`src/rtl/cmd_pkg.sv`:
```
// Shared types and byte constants for the line-editor command controller.
package cmd_pkg;

    // Edit command codes issued to the line buffer
    typedef enum logic [2:0] {
        OP_NOP      = 3'd0,
        OP_INS      = 3'd1,
        OP_LEFT     = 3'd2,
        OP_RIGHT    = 3'd3,
        OP_DEL_BACK = 3'd4,
        OP_DEL_FWD  = 3'd5,
        OP_ENTER    = 3'd6
    } op_t;

    // Parser states: plain bytes, after ESC, after ESC '[', after ESC '[' '3'
    typedef enum logic [1:0] {
        IDLE = 2'd0,
        ESC  = 2'd1,
        CSI  = 2'd2,
        CSI3 = 2'd3
    } state_t;

    localparam logic [7:0] CH_BS    = 8'h08;
    localparam logic [7:0] CH_CR    = 8'h0D;
    localparam logic [7:0] CH_ESC   = 8'h1B;
    localparam logic [7:0] CH_LBR   = 8'h5B;
    localparam logic [7:0] CH_TILDE = 8'h7E;
    localparam logic [7:0] CH_A     = 8'h41;
    localparam logic [7:0] CH_C     = 8'h43;
    localparam logic [7:0] CH_D     = 8'h44;
    localparam logic [7:0] CH_3     = 8'h33;

    localparam logic [7:0] PRINT_LO = 8'h20;
    localparam logic [7:0] PRINT_HI = 8'h7E;

    function automatic logic is_printable(input logic [7:0] b);
        return (b >= PRINT_LO) && (b <= PRINT_HI);
    endfunction

endpackage

```
`src/rtl/cursor_track.sv`:
```
// Cursor position / line length bookkeeping with a legality check for a
// candidate command. Registers only move on a handshake transfer.
module cursor_track
    import cmd_pkg::*;
#(
    parameter int LINE_LEN = 64
) (
    input  logic                          clk,
    input  logic                          rst_n,
    input  op_t                           chk_op,
    output logic                          chk_ok,
    input  logic                          xfer,
    input  op_t                           xfer_op,
    output logic [$clog2(LINE_LEN+1)-1:0] pos,
    output logic [$clog2(LINE_LEN+1)-1:0] len
);

    localparam int PW = $clog2(LINE_LEN + 1);
    localparam logic [PW-1:0] MAX_LEN = PW'(LINE_LEN);

    // Would the candidate op keep 0 <= pos <= len <= LINE_LEN?
    always_comb begin
        chk_ok = 1'b0;
        case (chk_op)
            OP_INS:                 chk_ok = (len < MAX_LEN);
            OP_LEFT, OP_DEL_BACK:   chk_ok = (pos != '0);
            OP_RIGHT, OP_DEL_FWD:   chk_ok = (pos < len);
            OP_ENTER:               chk_ok = 1'b1;
            default:                chk_ok = 1'b0;
        endcase
    end

    // Apply the accepted command's effect on the transfer edge
    always_ff @(posedge clk) begin
        if (!rst_n) begin
            pos <= '0;
            len <= '0;
        end else if (xfer) begin
            case (xfer_op)
                OP_INS: begin
                    pos <= pos + 1'b1;
                    len <= len + 1'b1;
                end
                OP_LEFT:  pos <= pos - 1'b1;
                OP_RIGHT: pos <= pos + 1'b1;
                OP_DEL_BACK: begin
                    pos <= pos - 1'b1;
                    len <= len - 1'b1;
                end
                OP_DEL_FWD: len <= len - 1'b1;
                OP_ENTER: begin
                    pos <= '0;
                    len <= '0;
                end
                default: ;
            endcase
        end
    end

endmodule

```
`src/rtl/edit_cmd_ctrl.sv`:
```
// Byte-stream command controller: parses control bytes and ESC/CSI
// sequences, bound-checks the resulting edit op and hands it to the line
// buffer over a valid/ready handshake, one command at a time.
module edit_cmd_ctrl
    import cmd_pkg::*;
#(
    parameter int LINE_LEN    = 64,
    parameter int ESC_TIMEOUT = 1024
) (
    input  logic                          clk,
    input  logic                          rst_n,
    input  logic                          priem,
    input  logic [7:0]                    rx_byte,
    input  logic                          right_from_gate,
    input  logic                          buf_ready,
    output logic                          cmd_valid,
    output op_t                           cmd_op,
    output logic [7:0]                    cmd_char,
    output logic [$clog2(LINE_LEN+1)-1:0] cursor_pos,
    output logic [$clog2(LINE_LEN+1)-1:0] line_len,
    output logic                          overrun,
    output logic                          reject
);

    localparam int TW = (ESC_TIMEOUT > 2) ? $clog2(ESC_TIMEOUT) : 1;
    localparam logic [TW-1:0] T_LAST = TW'(ESC_TIMEOUT - 1);

    state_t        state, state_nx;
    logic [TW-1:0] timer;
    logic          gate_pend;

    logic          dec_hit;
    op_t           dec_op;
    logic [7:0]    dec_char;
    logic          gate_srv;
    logic          chk_ok;
    logic          xfer;

    assign xfer = cmd_valid & buf_ready;

    cursor_track #(
        .LINE_LEN (LINE_LEN)
    ) u_track (
        .clk     (clk),
        .rst_n   (rst_n),
        .chk_op  (dec_op),
        .chk_ok  (chk_ok),
        .xfer    (xfer),
        .xfer_op (cmd_op),
        .pos     (cursor_pos),
        .len     (line_len)
    );

    // Decode the accepted byte (or a pending gate request) into next state and a candidate op
    always_comb begin
        state_nx = state;
        dec_hit  = 1'b0;
        dec_op   = OP_NOP;
        dec_char = 8'h00;
        gate_srv = 1'b0;
        if (priem && !cmd_valid) begin
            case (state)
                IDLE: begin
                    if (is_printable(rx_byte)) begin
                        dec_hit  = 1'b1;
                        dec_op   = OP_INS;
                        dec_char = rx_byte;
                    end else if (rx_byte == CH_BS) begin
                        dec_hit = 1'b1;
                        dec_op  = OP_DEL_BACK;
                    end else if (rx_byte == CH_CR) begin
                        dec_hit = 1'b1;
                        dec_op  = OP_ENTER;
                    end else if (rx_byte == CH_ESC) begin
                        state_nx = ESC;
                    end
                end
                ESC: begin
                    if (rx_byte == CH_LBR)      state_nx = CSI;
                    else if (rx_byte == CH_ESC) state_nx = ESC;
                    else                        state_nx = IDLE;
                end
                CSI: begin
                    state_nx = IDLE;
                    if (rx_byte == CH_D) begin
                        dec_hit = 1'b1;
                        dec_op  = OP_LEFT;
                    end else if (rx_byte == CH_C || rx_byte == CH_A) begin
                        dec_hit = 1'b1;
                        dec_op  = OP_RIGHT;
                    end else if (rx_byte == CH_3) begin
                        state_nx = CSI3;
                    end else if (rx_byte == CH_ESC) begin
                        state_nx = ESC;
                    end
                end
                CSI3: begin
                    state_nx = IDLE;
                    if (rx_byte == CH_TILDE) begin
                        dec_hit = 1'b1;
                        dec_op  = OP_DEL_FWD;
                    end else if (rx_byte == CH_ESC) begin
                        state_nx = ESC;
                    end
                end
                default: state_nx = IDLE;
            endcase
        end else if (!priem && state != IDLE && timer == T_LAST) begin
            // Stale escape sequence: drop it silently
            state_nx = IDLE;
        end else if (!priem && state == IDLE && !cmd_valid && gate_pend) begin
            gate_srv = 1'b1;
            dec_hit  = 1'b1;
            dec_op   = OP_RIGHT;
        end
    end

    // Parser state, escape timer, gate flag, handshake and status pulses
    always_ff @(posedge clk) begin
        if (!rst_n) begin
            state     <= IDLE;
            timer     <= '0;
            gate_pend <= 1'b0;
            cmd_valid <= 1'b0;
            cmd_op    <= OP_NOP;
            cmd_char  <= 8'h00;
            overrun   <= 1'b0;
            reject    <= 1'b0;
        end else begin
            state <= state_nx;

            if (priem || state == IDLE || state_nx == IDLE) timer <= '0;
            else                                             timer <= timer + 1'b1;

            // A request arriving while one is already pending is lost
            if (gate_srv)             gate_pend <= 1'b0;
            else if (right_from_gate) gate_pend <= 1'b1;

            overrun <= priem & cmd_valid;
            reject  <= dec_hit & ~chk_ok;

            if (cmd_valid) begin
                if (buf_ready) begin
                    cmd_valid <= 1'b0;
                    cmd_op    <= OP_NOP;
                    cmd_char  <= 8'h00;
                end
            end else if (dec_hit && chk_ok) begin
                cmd_valid <= 1'b1;
                cmd_op    <= dec_op;
                cmd_char  <= dec_char;
            end
        end
    end

endmodule

```
`config.mk`:
```
export PLATFORM = sky130hd
export DESIGN_NAME = edit_cmd_ctrl
export DESIGN_NICKNAME = d
export VERILOG_FILES = /design/src/rtl/cmd_pkg.sv /design/src/rtl/cursor_track.sv /design/src/rtl/edit_cmd_ctrl.sv
export SDC_FILE = /design/constraint.sdc
export NUM_CORES = 1
export LEC_CHECK = 0
export ABC_AREA = 1
export CAP_MARGIN = 20
export CORE_UTILIZATION = 30
export CTS_CLUSTER_DIAMETER = 80
export DETAILED_ROUTE_END_ITERATION = 6
export PLACE_DENSITY = 0.48
export SLEW_MARGIN = 20
export SYNTH_ARGS = -nofsm -noshare
export SYNTH_HDL_FRONTEND = slang
export SYNTH_SLANG_ARGS = --single-unit
```
`constraint.sdc`:
```
create_clock -name clk -period 3.23 [get_ports clk]
set_input_delay 0.646 -clock clk [delete_from_list [all_inputs] [get_ports clk]]
set_output_delay 0.646 -clock clk [all_outputs]
set_load 0.005 [all_outputs]
```
Yosys cells after proc, flatten, opt, wreduce, memory -nomap -nowiden
Cells that the tools add are included.
- register bits after elaboration: 41
- bits in latches: 0
- RAM bits: 0
- memory bits (read-only): 0
- output and inout port bits: 28
- word-level logic and storage cells: 129
- memories kept: 0
- $add $sub $neg: 5
- multipliers: 0
- div/mod/pow operators: 0
- order comparisons: 4
- eq/ne operators: 26
- shift operators: 0
- mux-type cells: 49
- bitwise operators: 5
- reduce and logical (&&, ||, !) cells: 30
- operators with widths (cell ; count):
    $mux W8 ; 6
    $pmux W7 S3 ; 2
    $eq A8 B7 Y1 const B ; 5
    $mux W2 ; 15
    $mux W3 ; 8
    $eq A3 B3 Y1 const B ; 6
    $eq A8 B4 Y1 const B ; 2
    $add A7 B1 Y7 const B ; 2
    $mux W1 ; 14
    $reduce_or A2 Y1 ; 7
    $sub A7 B1 Y7 const B ; 2
    $eq A3 B2 Y1 const B ; 4
    $add A10 B1 Y10 const B ; 1
    $eq A10 B10 Y1 const B ; 1
    $pmux W3 S3 ; 1
    $eq A8 B5 Y1 const B ; 1
    $eq A8 B6 Y1 const B ; 1
    $ge A8 B6 Y1 const B ; 1
    $le A8 B7 Y1 const B ; 1
    $logic_and A1 B1 Y1 ; 8
    $pmux W2 S4 ; 1
    $lt A7 B7 Y1 ; 1
    $lt A7 B7 Y1 const B ; 1
    $reduce_bool A7 Y1 ; 1
    14 further kinds ; 27

Logic depth before layout (Yosys ltp)
- depth in word-level cells: 13
- depth in mapped cells: 17
- mapped depth without buffers: 17

Modules after synthesis
Synthesis repeated with hierarchy kept, for this count alone.
- cell total of the unflattened synthesis: 420
- area, all modules: 2859.0 sq um
- modules (own cells, without submodules) (module ; times used ; cells an instance ; area each (sq um) ; seq. area each (sq um)):
    edit_cmd_ctrl ; 1 ; 226 ; 1529.0 ; 540.5
    cursor_track ; 1 ; 194 ; 1330.0 ; 280.3

Least setup slack after synthesis
No wires, ideal clock.
- kind: register to register
- from: register cmd_op[0]
- to: register u_track.pos[6]
- setup time: 0.070 ns
- arrival: 2.178 ns
- data required time: 3.160 ns
- slack: 0.981 ns
- cell stages (with the launch flop): 16
- path buffers: 0
- clock period less this slack: 2.249 ns
- cells stage by stage: dfxtp_1 > nor2_1 > nand2_1 > a21boi_0 > inv_1 > ha_1 > inv_1 > nor2_1 > o21ai_0 > nand2_1 > nand2_1 > nand2_1 > a21oi_1 > xnor2_1 > nand2_1 > a21oi_1
- longest elaborated chain between the ends: 4
- ends and longest elaborated chain (what ; RTL line ; source):
    start: declaration ; edit_cmd_ctrl.sv:17 ; output op_t cmd_op,
    start signal: assignment ; edit_cmd_ctrl.sv:150 ; cmd_op <= dec_op;
    $eq A3 B2 Y1, or another cell as far along ; cursor_track.sv:39 ; case (xfer_op)
    $reduce_or A2 Y1 (no source line) ; n/a ;
    $reduce_bool A3 Y1 (no source line) ; n/a ;
    $reduce_and A2 Y1 (no source line) ; n/a ;
    end signal: assignment ; cursor_track.sv:41 ; pos <= pos + 1'b1;
    end signal: assignment ; cursor_track.sv:44 ; OP_LEFT: pos <= pos - 1'b1;
    end signal: assignment ; cursor_track.sv:45 ; OP_RIGHT: pos <= pos + 1'b1;
    end: declaration ; cursor_track.sv:14 ; output logic [$clog2(LINE_LEN+1)-1:0] pos,
Several ways; a longest one is shown, not always the timed one.
A chain may end at the register's enable or synchronous reset.

Final worst setup path
- from: register cmd_op[0]
- to: register u_track.pos[5]
The elaborated chain is that of the path after synthesis.

==> flow_summary.yaml <==
clock_network:
  htree_levels: 2
  clkLatencyLatePin_ns: 0.30
  cts-resized-gates: 0
  clk_pin_slew_ns: 0.08
  postCtsSetupBuffers: 0
  holdBufCountCts: 0
  cts_tree: "built"
  cts_inserted_buffers: 5
  cts_root_buffer: "clkbuf_8"
  clk_path_buf_depth: 2
  cts.sinks: 41
grt:
  grt_max_degree: 18
  gr-total-overflow: 0
  antenna_found_initial: 0
  grt_pass1_vias: 2324
  grt_usage: 0.1517
  grt_pass1_wl_um: 10740
cells_and_area:
  finalInstanceArea_um2: 3236
  area_growth_pct: 23.85
  drive_gt1_frac: 0.05695
  final_nets: 471
  num_antenna_cells: 0
floorplan:
  start_util: 0.3132
  die_area_um2: 9086
  fp-row-count: 33
  coreArea_um2: 8341
  die_x_um: 95.32
  io_pins: 41
  die_h_um: 95.32
worst_setup_path:
  worstPathCellList: "nor2_1, nand2_1, a21boi_0, inv_1, ha_1, a21oi_1, nor2_1, nor2_1, nor2_1, o21ai_0, nand2_1, a21oi_1, o21ai_0, a21oi_1"
  arrival_ns: 2.92
  cp_max_fo: 6
  reg2reg_slack_ns: 0.54
  reg2reg_depth: 14
  crit_slowest_cell: "a21boi_0"
  crit_required_ns: 3.46
  reg2reg_from: "cmd_op[0]"
  crit_start: "cmd_op[0]"
  end_kind: "register"
  path_common_cell: "nor2_1"
  critical_path_buf_inv_count: 1
  critical_path.top_delay_family: "compound AO/OA/AOI/OAI gates"
  cpPeakStageDelay_ns: 0.45
  crit_type: "reg -> reg"
  worstReg2RegEnd: "u_track.pos[5]"
  cp-start-kind: "register"
  path_depth: 14
  crit_end: "u_track.pos[5]"
synthesis:
  synth_nets: 424
  synthesis.yosys.warnings: 0
  synth_ff_type: "dfxtp_1"
  netlist_instances: 392
  ys_seq_area_frac: 0.3142
  synth_area_leader_cell: "dfxtp_1"
  synth.area.top_cells: "dfxtp_1 (31%), nand2_1 (13%), nor2_1 (10%)"
  synth_xor_area_frac: 0.03688
  synth.most_common_cell: "nand2_1"
  synth_edf_count: 0
  synth_top_area_share: 0.3142
  ys_ff_latch: 41
  synth-simple-area-share: 0.3381
  synth_top_family_by_area: "simple AND/OR/NAND/NOR gates"
  ys_async_sr_fraction: 0
  synthesis.area_um2: 2613
  muxShareOfSynthArea: 0
  synthAdderAreaFrac: 0.09674
  ys_top_cells_by_count: "nand2_1 (87), nor2_1 (70), inv_1 (52)"
  synth.avg_cell_area_um2: 6.665
  synth-compound-area-share: 0.1240
  ys_types: 33
route:
  vias: 2504
  drt_iter0_drc: 149
  drt-wirelength-per-cell_um: 11.61
  ant_nets: 0
  routed_via_density: 4.603
  wl_um: 6315
  drc: 0
  dr.pass1.iters: 6
flow_run:
  maxCapViolCount: 0
sta:
  slew_viol_final: 0
  min_period_over_period: 0.8325
  hold_viol: 0
  final.setup.tns_ns: 0
  finClkSkew_ns: 0.008019
  tightest_slew_ns: 0.5188
  holdWs_ns: 0.4492
  rsz0062_at_grt: "no"
  setup_violations: 0
  max_clock_freq_mhz: 371.9
  maxSlewHeadroom: 0.6510
  min_period_ns: 2.689
hold_path:
  min-delay-start: "timer[0]"
  hold_class: "reg -> reg"
power_and_ir_drop:
  leakage_uw: 0.001381
  ir_drop_uv: 177.6
  power.density_nw_per_um2: 380.7
status:
  outcome: "complete, no violations"
placement:
  dpl.hpwl_um: 4957
  gp_congestion: 0.8846
  io_buffers: 40
  placed_area_um2: 3149
## worst register-to-register path, cell delays in order, from the launching register on
cell	delay (ns)
dfxtp_1	0.43
nor2_1	0.08
nand2_1	0.06
a21boi_0	0.45
inv_1	0.25
ha_1	0.34
a21oi_1	0.15
nor2_1	0.05
nor2_1	0.17
nor2_1	0.06
o21ai_0	0.15
nand2_1	0.09
a21oi_1	0.12
o21ai_0	0.10
a21oi_1	0.12
## registers in the layout, summed over array words and instances, names as in the netlist
signal       flops
u_track.len      7
cmd_valid        1
gate_pend        1
reject           1
cmd_char         8
overrun          1
timer           10
cmd_op           3
state            2
u_track.pos      7
## cell usage in the layout, fill, tap and decap left out, types with 8 or more instances in the layout
cell             count
a21oi_1             36
clkdlybuf4s50_1     40
dfxtp_1             41
ha_1                17
inv_1               52
nand2_1             87
nand3_1             10
nand3b_1             9
nand4_1              8
nor2_1              70
o21ai_0             16
## cells by family (layout without fill, tap and decap cells)
group | after synthesis | after routing
simple gates | 201 | 201
flops | 41 | 41
fa+ha+maj | 19 | 19
buf+inv | 60 | 107
compound gates | 60 | 60
xor+xnor | 11 | 11
## final cells by class
type	instances	area, um^2
clock buffers	7	86.33
multi-input cells	291	1556
repair buffers	44	430.4
inverters	56	210.2
well taps	105	131.4
flip-flops and latches	41	820.8
fillers	895	5105
## power by group
part / switching, uW / internal, uW / total, uW / leakage (uW)
logic: 188 / 145 / 332 / 0.00100
clock network: 174 / 170 / 344 / 0.0000443
registers: 21.8 / 534 / 556 / 0.000333
## metal layers
layer | share of wire | track usage | vias to the layer above
li1 | - | - | 1347
met1 | 0.53 | 0.2149 | 1108
met2 | 0.41 | 0.2327 | 42
met3 | 0.040 | 0.02871 | 7
met4 | 0.012 | 0.04167 | 0
met5 | 0 | 0 | -
## worst min path at each step
stage | to | slack (ns) | cells past startpoint
finish | timer[0] | 0.45 | 1
global route | timer[0] | 0.47 | 1
CTS | timer[0] | 0.46 | 1
detailed placement | timer[0] | 0.44 | 1
global placement | timer[0] | 0.43 | 1
floorplan | timer[0] | 0.42 | 1
## per-stage QoR
step                      power (uW)    util  std cells  worst slack [ns]
after detailed placement       899.8  0.3776        537            0.5296
after floorplan                776.7       -        392            0.9811
after global placement         902.0  0.3776        537            0.4902
final                           1232  0.3879        544            0.5411
after global routing            1328  0.3879        544            0.2240
after CTS                       1254  0.3879        544            0.5630
Power figures use the tool's default switching activity.
